`config.mk`:
```
export PLATFORM = sky130hd
export DESIGN_NAME = interrupt_controller
export DESIGN_NICKNAME = d
export VERILOG_FILES = /design/src/rtl/interrupt_pkg.sv /design/src/rtl/irq_priority_encoder.sv /design/src/rtl/interrupt_controller.sv
export SDC_FILE = /design/constraint.sdc
export NUM_CORES = 1
export LEC_CHECK = 0
export CAP_MARGIN = 0
export CORE_UTILIZATION = 35
export DETAILED_ROUTE_END_ITERATION = 12
export PLACE_DENSITY_LB_ADDON = 0.15
export SYNTH_ARGS = -nofsm -noshare
export SYNTH_HDL_FRONTEND = slang
export SYNTH_SLANG_ARGS = --single-unit
```
`constraint.sdc`:
```
create_clock -name i_Clk -period 4.2 [get_ports i_Clk]
set_input_delay 1.26 -clock i_Clk [delete_from_list [all_inputs] [get_ports i_Clk]]
set_output_delay 1.26 -clock i_Clk [all_outputs]
set_load 0.005 [all_outputs]
```
`src/rtl/interrupt_pkg.sv`:
```
// Shared definitions for the interrupt controller: FSM encoding and default geometry.
package interrupt_pkg;

  localparam int unsigned DEF_NUM_IRQ       = 4;
  localparam int unsigned DEF_PC_WIDTH      = 32;
  localparam logic [31:0] DEF_VECTOR_BASE   = 32'h0000_0010;
  localparam int unsigned DEF_VECTOR_STRIDE = 4;

  typedef logic [1:0] irqState_t;

  localparam irqState_t IDLE      = 2'd0;
  localparam irqState_t WAIT_SAFE = 2'd1;
  localparam irqState_t TAKE      = 2'd2;
  localparam irqState_t IN_ISR    = 2'd3;

endpackage

```
`src/rtl/irq_priority_encoder.sv`:
```
// Combinational fixed-priority encoder; the lowest set index wins.
module irq_priority_encoder
  import interrupt_pkg::*;
#(
  parameter int unsigned NUM_IRQ = DEF_NUM_IRQ,
  parameter int unsigned ID_W    = (NUM_IRQ > 1) ? $clog2(NUM_IRQ) : 1
) (
  input  logic [NUM_IRQ-1:0] reqVec,
  output logic [ID_W-1:0]    winnerId,
  output logic               winnerValid
);

  // Scan from the top so the lowest index is the last (winning) assignment.
  always_comb begin
    winnerId    = '0;
    winnerValid = 1'b0;
    for (int i = int'(NUM_IRQ) - 1; i >= 0; i--) begin
      if (reqVec[i]) begin
        winnerId    = ID_W'(i);
        winnerValid = 1'b1;
      end
    end
  end

endmodule

```
`src/rtl/interrupt_controller.sv`:
```
// Edge-triggered, fixed-priority interrupt controller that waits for a pipeline-safe
// point, pulses a take to the hazard unit and presents vector/return PC to fetch.
module interrupt_controller
  import interrupt_pkg::*;
#(
  parameter int unsigned          NUM_IRQ       = DEF_NUM_IRQ,
  parameter int unsigned          PC_WIDTH      = DEF_PC_WIDTH,
  parameter logic [PC_WIDTH-1:0]  VECTOR_BASE   = PC_WIDTH'(DEF_VECTOR_BASE),
  parameter int unsigned          VECTOR_STRIDE = DEF_VECTOR_STRIDE,
  parameter int unsigned          ID_W          = (NUM_IRQ > 1) ? $clog2(NUM_IRQ) : 1
) (
  input  logic                i_Clk,
  input  logic                i_Rst,
  input  logic [NUM_IRQ-1:0]  i_IrqReq,
  input  logic [NUM_IRQ-1:0]  i_IrqMask,
  input  logic                i_GlobalEn,
  input  logic                i_StallSignal,
  input  logic                i_FlushDecode,
  input  logic                i_RetiBit,
  input  logic [PC_WIDTH-1:0] i_PcReturn,
  output logic                o_InterruptSignal,
  output logic                o_VectorValid,
  output logic [PC_WIDTH-1:0] o_VectorAddr,
  output logic [PC_WIDTH-1:0] o_SavedPc,
  output logic                o_InIsr,
  output logic [NUM_IRQ-1:0]  o_IrqAck,
  output logic [ID_W-1:0]     o_ActiveId,
  output logic [NUM_IRQ-1:0]  o_Pending
);

  irqState_t          state;
  irqState_t          nextState;
  logic               takeEntry;
  logic [NUM_IRQ-1:0] ackNext;

  logic [NUM_IRQ-1:0] prevReq;
  logic [NUM_IRQ-1:0] pending;
  logic [NUM_IRQ-1:0] rise;
  logic [NUM_IRQ-1:0] eligible;
  logic [NUM_IRQ-1:0] clearMask;
  logic [NUM_IRQ-1:0] pendingNext;
  logic [ID_W-1:0]    winnerId;
  logic               winnerValid;
  logic               safe;

  assign rise      = i_IrqReq & ~prevReq;
  assign eligible  = i_GlobalEn ? (pending & i_IrqMask) : '0;
  assign safe      = !i_StallSignal && !i_FlushDecode && !i_RetiBit;
  // A new edge on the bit being acknowledged wins over its clear.
  assign clearMask   = (state == TAKE) ? o_IrqAck : '0;
  assign pendingNext = (pending & ~clearMask) | rise;

  irq_priority_encoder #(
    .NUM_IRQ (NUM_IRQ),
    .ID_W    (ID_W)
  ) u_prioEnc (
    .reqVec      (eligible),
    .winnerId    (winnerId),
    .winnerValid (winnerValid)
  );

  // State register.
  always_ff @(posedge i_Clk or negedge i_Rst) begin
    if (!i_Rst) begin
      state <= IDLE;
    end else begin
      state <= nextState;
    end
  end

  // Next-state and take decode.
  always_comb begin
    nextState = state;
    takeEntry = 1'b0;
    ackNext   = '0;
    case (state)
      IDLE: begin
        if (winnerValid) nextState = WAIT_SAFE;
      end
      WAIT_SAFE: begin
        if (!winnerValid) begin
          nextState = IDLE;
        end else if (safe) begin
          nextState = TAKE;
          takeEntry = 1'b1;
          ackNext   = NUM_IRQ'(1) << winnerId;
        end
      end
      TAKE: begin
        nextState = IN_ISR;
      end
      IN_ISR: begin
        if (i_RetiBit) nextState = IDLE;
      end
      default: begin
        nextState = IDLE;
      end
    endcase
  end

  // Request edge capture and pending bookkeeping.
  always_ff @(posedge i_Clk or negedge i_Rst) begin
    if (!i_Rst) begin
      prevReq <= '0;
      pending <= '0;
    end else begin
      prevReq <= i_IrqReq;
      pending <= pendingNext;
    end
  end

  // Registered outputs; pulses are high exactly while the FSM sits in TAKE.
  always_ff @(posedge i_Clk or negedge i_Rst) begin
    if (!i_Rst) begin
      o_InterruptSignal <= 1'b0;
      o_VectorValid     <= 1'b0;
      o_IrqAck          <= '0;
      o_InIsr           <= 1'b0;
      o_ActiveId        <= '0;
      o_SavedPc         <= '0;
    end else begin
      o_InterruptSignal <= takeEntry;
      o_VectorValid     <= takeEntry;
      o_IrqAck          <= ackNext;
      o_InIsr           <= (nextState == TAKE) || (nextState == IN_ISR);
      if (takeEntry) begin
        o_ActiveId <= winnerId;
        o_SavedPc  <= i_PcReturn;
      end
    end
  end

  assign o_Pending    = pending;
  assign o_VectorAddr = VECTOR_BASE + PC_WIDTH'(o_ActiveId) * PC_WIDTH'(VECTOR_STRIDE);

endmodule

```
# == Word level (Yosys, flattened, before mapping) ==
# Cells that the tools add are included.
# classes
n_mux,21
n_bitwise,6
multipliers,0
add_sub_neg,1
n_eq_ne,5
n_shift,1
div,0
n_reduce_logical,7
order_cmp,0
# op_table
operator,count
$mux 4,5
$mux 2,8
$and 4x4->4,3
$eq 2x2->1 const B,4
$not 4->4,2
$pmux 2 s4,1
$mux 1,7
$add 5x4->6 const A,1
$or 4x4->4,1
$shl 1x2->4 const A,1
$logic_not 1->1,3
$eq 2x1->1 const B,1
$logic_and 1x1->1,2
$logic_not 2->1,1
$logic_or 1x1->1,1
# word_totals
inputBits,46
memories,0
elab_cells,49
output_inout_bits,77
regBits,50
romBits,0
latchBits,0
ramBits,0

# == Logic depth before layout (Yosys ltp) ==
# depth
depth_word,10
ltp_mapped,5
mapped_depth_nobuf,4

# == Hierarchy ==
# A second synthesis with hierarchy kept.
# hier_totals
cells_unflattened,161
hier_area_um2,2313.5
# by_module_without_submodules
module,n_inst,area_each_um2,cells_each,seq_area_each_um2
interrupt_controller,1,2278.4,154,1251.2
irq_priority_encoder,1,35.0,7,0.0

# == Least setup slack after synthesis ==
# OpenSTA, ideal clock, no wires.
# synth_timing
path_type,input to register
start,input i_RetiBit
end,register o_SavedPc[12]
n_path_buf,1
required_time_ns,4.075
stages,5
arrival_time_ns,2.455
path_slack_ns,1.620
setup_time_ns,0.125
path_cell_list,nor4_4 -> nand3_1 -> a21oi_4 -> buf_6 -> mux2_2
# synth_between
elab_chain_len,5
# synth_lines
item,line,text
from (decl),interrupt_controller.sv:19,"input logic i_RetiBit,"
$logic_not 1->1,interrupt_controller.sv:48,assign safe = !i_StallSignal && !i_FlushDecode && !i_RetiBit;
$logic_and 1x1->1,interrupt_controller.sv:48,
$mux 1,interrupt_controller.sv:83,end else if (safe) begin
$mux 1,interrupt_controller.sv:81,if (!winnerValid) begin
$mux 1,interrupt_controller.sv:76,case (state)
to (signal assigned),interrupt_controller.sv:128,o_SavedPc <= i_PcReturn;
to (decl),interrupt_controller.sv:24,"output logic [PC_WIDTH-1:0] o_SavedPc,"
# Every way passes these cells.
# A chain may end at the register's enable or synchronous reset.

# == Worst setup path in the final report ==
# layout_timing
start,input i_RetiBit
end,register o_SavedPc[9]
# Same word-level chain as after synthesis.

==> impl_metrics.csv <==
group,metric,value,unit
floorplanning,io_pins,123,
finish,antennaDiodeCount,0,
detailed_routing,vias,1431,
placement,dpl_cell_area,3010,um^2
worst_setup_path,crit_chain,"clkdlybuf4s50_1 > nor4_4 > nand3_1 > a21oi_4 > buf_12 > mux2_2",
floorplanning,core-area,5920,um^2
power_and_ir_drop,power.leakage,1.40,nW
job,drv_cap,0,
sta,setup_viol,0,
detailed_routing,wl,3990,um
logic_synthesis,ys_ff_latch,50,
global_route,grt_max_degree,35,
logic_synthesis,yosysWarningCount,0,
logic_synthesis,synthTopCellsByArea,"dfrtp_1, mux2_2, buf_4",
logic_synthesis,synth_top_area_share,58.1,%
logic_synthesis,synth.distinct_cells,22,
floorplanning,die_h,80.4,um
floorplanning,die-area,6470,um^2
worst_setup_path,critical-path-top-delay-family,"buffers and inverters",
worst_setup_path,worstPathRequired,4.38,ns
finish,syn_to_final_growth,43.7,%
sta,tns,0,ns
detailed_routing,drc,0,
clock_tree,clock_latency,0.29,ns
power_and_ir_drop,p_per_area,420,nW/um^2
finish,finalNonFillerCells,331,
detailed_routing,avgViaCountPerCell,4.32,
clock_tree,numCtsBuffers,5,
clock_tree,htreeDepth,2,
sta,finalHoldViolCount,0,
detailed_routing,drtPass1Iterations,2,
floorplanning,rows,28,
global_route,antenna_found_initial,0,
clock_tree,clkTransAtPathRegs,0.08,ns
clock_tree,cts_setup_buffers,0,
clock_tree,cts.repair.resized,0,
worst_setup_path,cpPeakStageDelay,0.48,ns
sta,fin_crit,3.10,ns
logic_synthesis,synth_edf_count,0,
sta,skew,0.00504,ns
logic_synthesis,avgSynthCellArea,13.2,um^2
clock_tree,cts_root_buf,"clkbuf_8",
clock_tree,clkSinkCount,50,
clock_tree,cts.path.max_buffers,2,
worst_setup_path,cp_slowest_cell,"clkdlybuf4s50_1",
placement,placed_cells,324,
logic_synthesis,synth-main-ff-cell,"dfrtp_1",
finish,drive_above_1_share,17.2,%
detailed_routing,first_iter_violations,49,
floorplanning,die_w,80.4,um
finish,design_area,3090,um^2
global_route,grt_pass1_vias,1435,
sta,slew_violations,0,
worst_setup_path,crit_type,"input pin to flop",
finish,fin_nets,302,
sta,fmax,0.322,GHz
placement,place.gp.congestion,0.701,
logic_synthesis,yosysSeqAreaShare,58.1,%
global_route,overflow,0,
power_and_ir_drop,vdd_drop_max,0.000191,V
placement,post-dp-hpwl,2970,um
finish,n_fill_cell,555,
worst_setup_path,cp_max_fo,21,
worst_setup_path,start_kind,"input pin",
clock_tree,holdBufCountCts,0,
detailed_routing,route.antenna.remaining_nets,0,
logic_synthesis,synth_cells,163,
logic_synthesis,synthArstFlopShare,100,%
detailed_routing,routedWlPerCell,12.1,um
worst_setup_path,worst_setup_path_end_kind,"flop",
placement,numPortBuffers,92,
sta,worst_pin_slew,0.756,ns
global_route,grt_pass1_wl,6670,um
sta,period_share,73.8,%
clock_tree,cts_tree,"done",
worst_setup_path,worst-path-buf-inv,2,
logic_synthesis,synth_top_area_cell,"dfrtp_1",
run_status,status,"complete, no violations",
global_route,globalRouteTotalUtil,13.6,%
logic_synthesis,synth_area,2150,um^2
floorplanning,initial_core_util,36.3,%
hold_path,hold_class,"flop to flop",
sta,slew_headroom,49.6,%
worst_setup_path,crit_arrival,3.28,ns
sta,rsz0062_at_grt,"false",
[synthesized netlist by cell type, drive strengths merged, types with 2 or more instances]
| cell type | count |
|---|---|
| inv | 4 |
| nand3 | 2 |
| mux2 | 33 |
| a21oi | 3 |
| a21o | 3 |
| buf | 36 |
| dfrtp | 50 |
| nand2 | 13 |
| o21ai | 4 |
| conb | 2 |
| a22oi | 2 |
| nor2 | 4 |
[layout by cell type (no fill, tap or decap)]
cell / count
conb_1: 30
nand3_1: 2
and3_1: 1
buf_4: 1
clkdlybuf4s50_1: 91
nor2_1: 4
nor2b_1: 1
nor4_4: 1
clkinv_2: 2
and4b_1: 1
mux2_2: 31
mux2_1: 2
o21ai_0: 4
buf_2: 1
or2_2: 1
buf_12: 1
dfrtp_1: 50
a21oi_4: 1
a22oi_1: 2
a21o_1: 3
o21a_1: 1
nand2_1: 13
inv_1: 4
a21oi_1: 2
clkbuf_8: 5
a32o_1: 1
[registers in the layout, summed over array words and instances (netlist names)]
signal / cells
o_SavedPc: 32
o_IrqAck: 4
o_Pending: 4
prevReq: 4
o_ActiveId: 2
state: 2
o_InIsr: 1
o_VectorValid: 1
[layout make-up]
| cell class | count | area (um^2) | share of cell area (%) |
|---|---|---|---|
| Inverter | 4 | 15.0 | 0.486 |
| Clock buffer | 5 | 68.8 | 2.23 |
| Timing Repair Buffer | 94 | 943 | 30.5 |
| Multi-Input combinational cell | 101 | 709 | 22.9 |
| Sequential cell | 50 | 1250 | 40.5 |
| Clock inverter | 2 | 10.0 | 0.324 |
| Tap cell | 75 | 93.8 | 3.04 |
[metal layers]
layer	wire length (um)	global-route usage, %	vias to the layer above
met5	0	0	-
met4	37	3.75	0
met3	456	6.14	6
met2	1780	21.2	82
met1	1720	16.9	677
li1	-	-	666
[final timing paths]
check	startpoint	endpoint	slack, ns	depth (start not counted)
min reg2reg	prevReq[3]$_DFF_PN0_	o_Pending[3]$_DFF_PN0_	0.42	1
max	i_RetiBit	o_SavedPc[9]$_DFFE_PN0P_	1.10	6
max in group asynchronous	i_Rst	o_SavedPc[4]$_DFFE_PN0P_	2.45	2
min in group asynchronous	i_Rst	o_IrqAck[0]$_DFF_PN0_	1.03	1
max reg2reg	state[1]$_DFF_PN0_	o_SavedPc[9]$_DFFE_PN0P_	2.08	5
min	prevReq[3]$_DFF_PN0_	o_Pending[3]$_DFF_PN0_	0.42	1
[worst register-to-register path: cells and delay by family, from the launching register on]
kind	cells	cell delay, ns
AOI/OAI and AO/OA	1	0.46
buffers and inverters	1	0.25
DFF	1	0.46
muxes	1	0.36
and+or+nand+nor	2	0.50
[logic make-up after synthesis]
family                 share of synthesized area [%]
flip-flops                                      58.1
buffers and inverters                           13.8
AND/OR/NAND/NOR                                 5.76
multiplexers                                    17.3
AO/OA/AOI/OAI                                   4.71
other                                          0.349
[power breakdown]
part	total [mW]	internal [mW]	switching, mW
Sequential	0.643	0.587	0.0555
Combinational	0.399	0.290	0.110
Clock	0.256	0.112	0.144
[through the flow]
stage | power (mW) | hold slack (ns) | setup WS [ns] | util, %
finish | 1.30 | 0.417 | 1.10 | 52.2
global route | 1.39 | 0.438 | 0.949 | 52.2
CTS | 1.32 | 0.425 | 1.07 | 52.2
detailed placement | 1.06 | 0.413 | 0.757 | 50.9
global placement | 1.05 | 0.402 | 0.775 | 50.9
floorplan | 0.793 | 0.400 | 1.62 | -
Power figures use the tool's default switching activity.
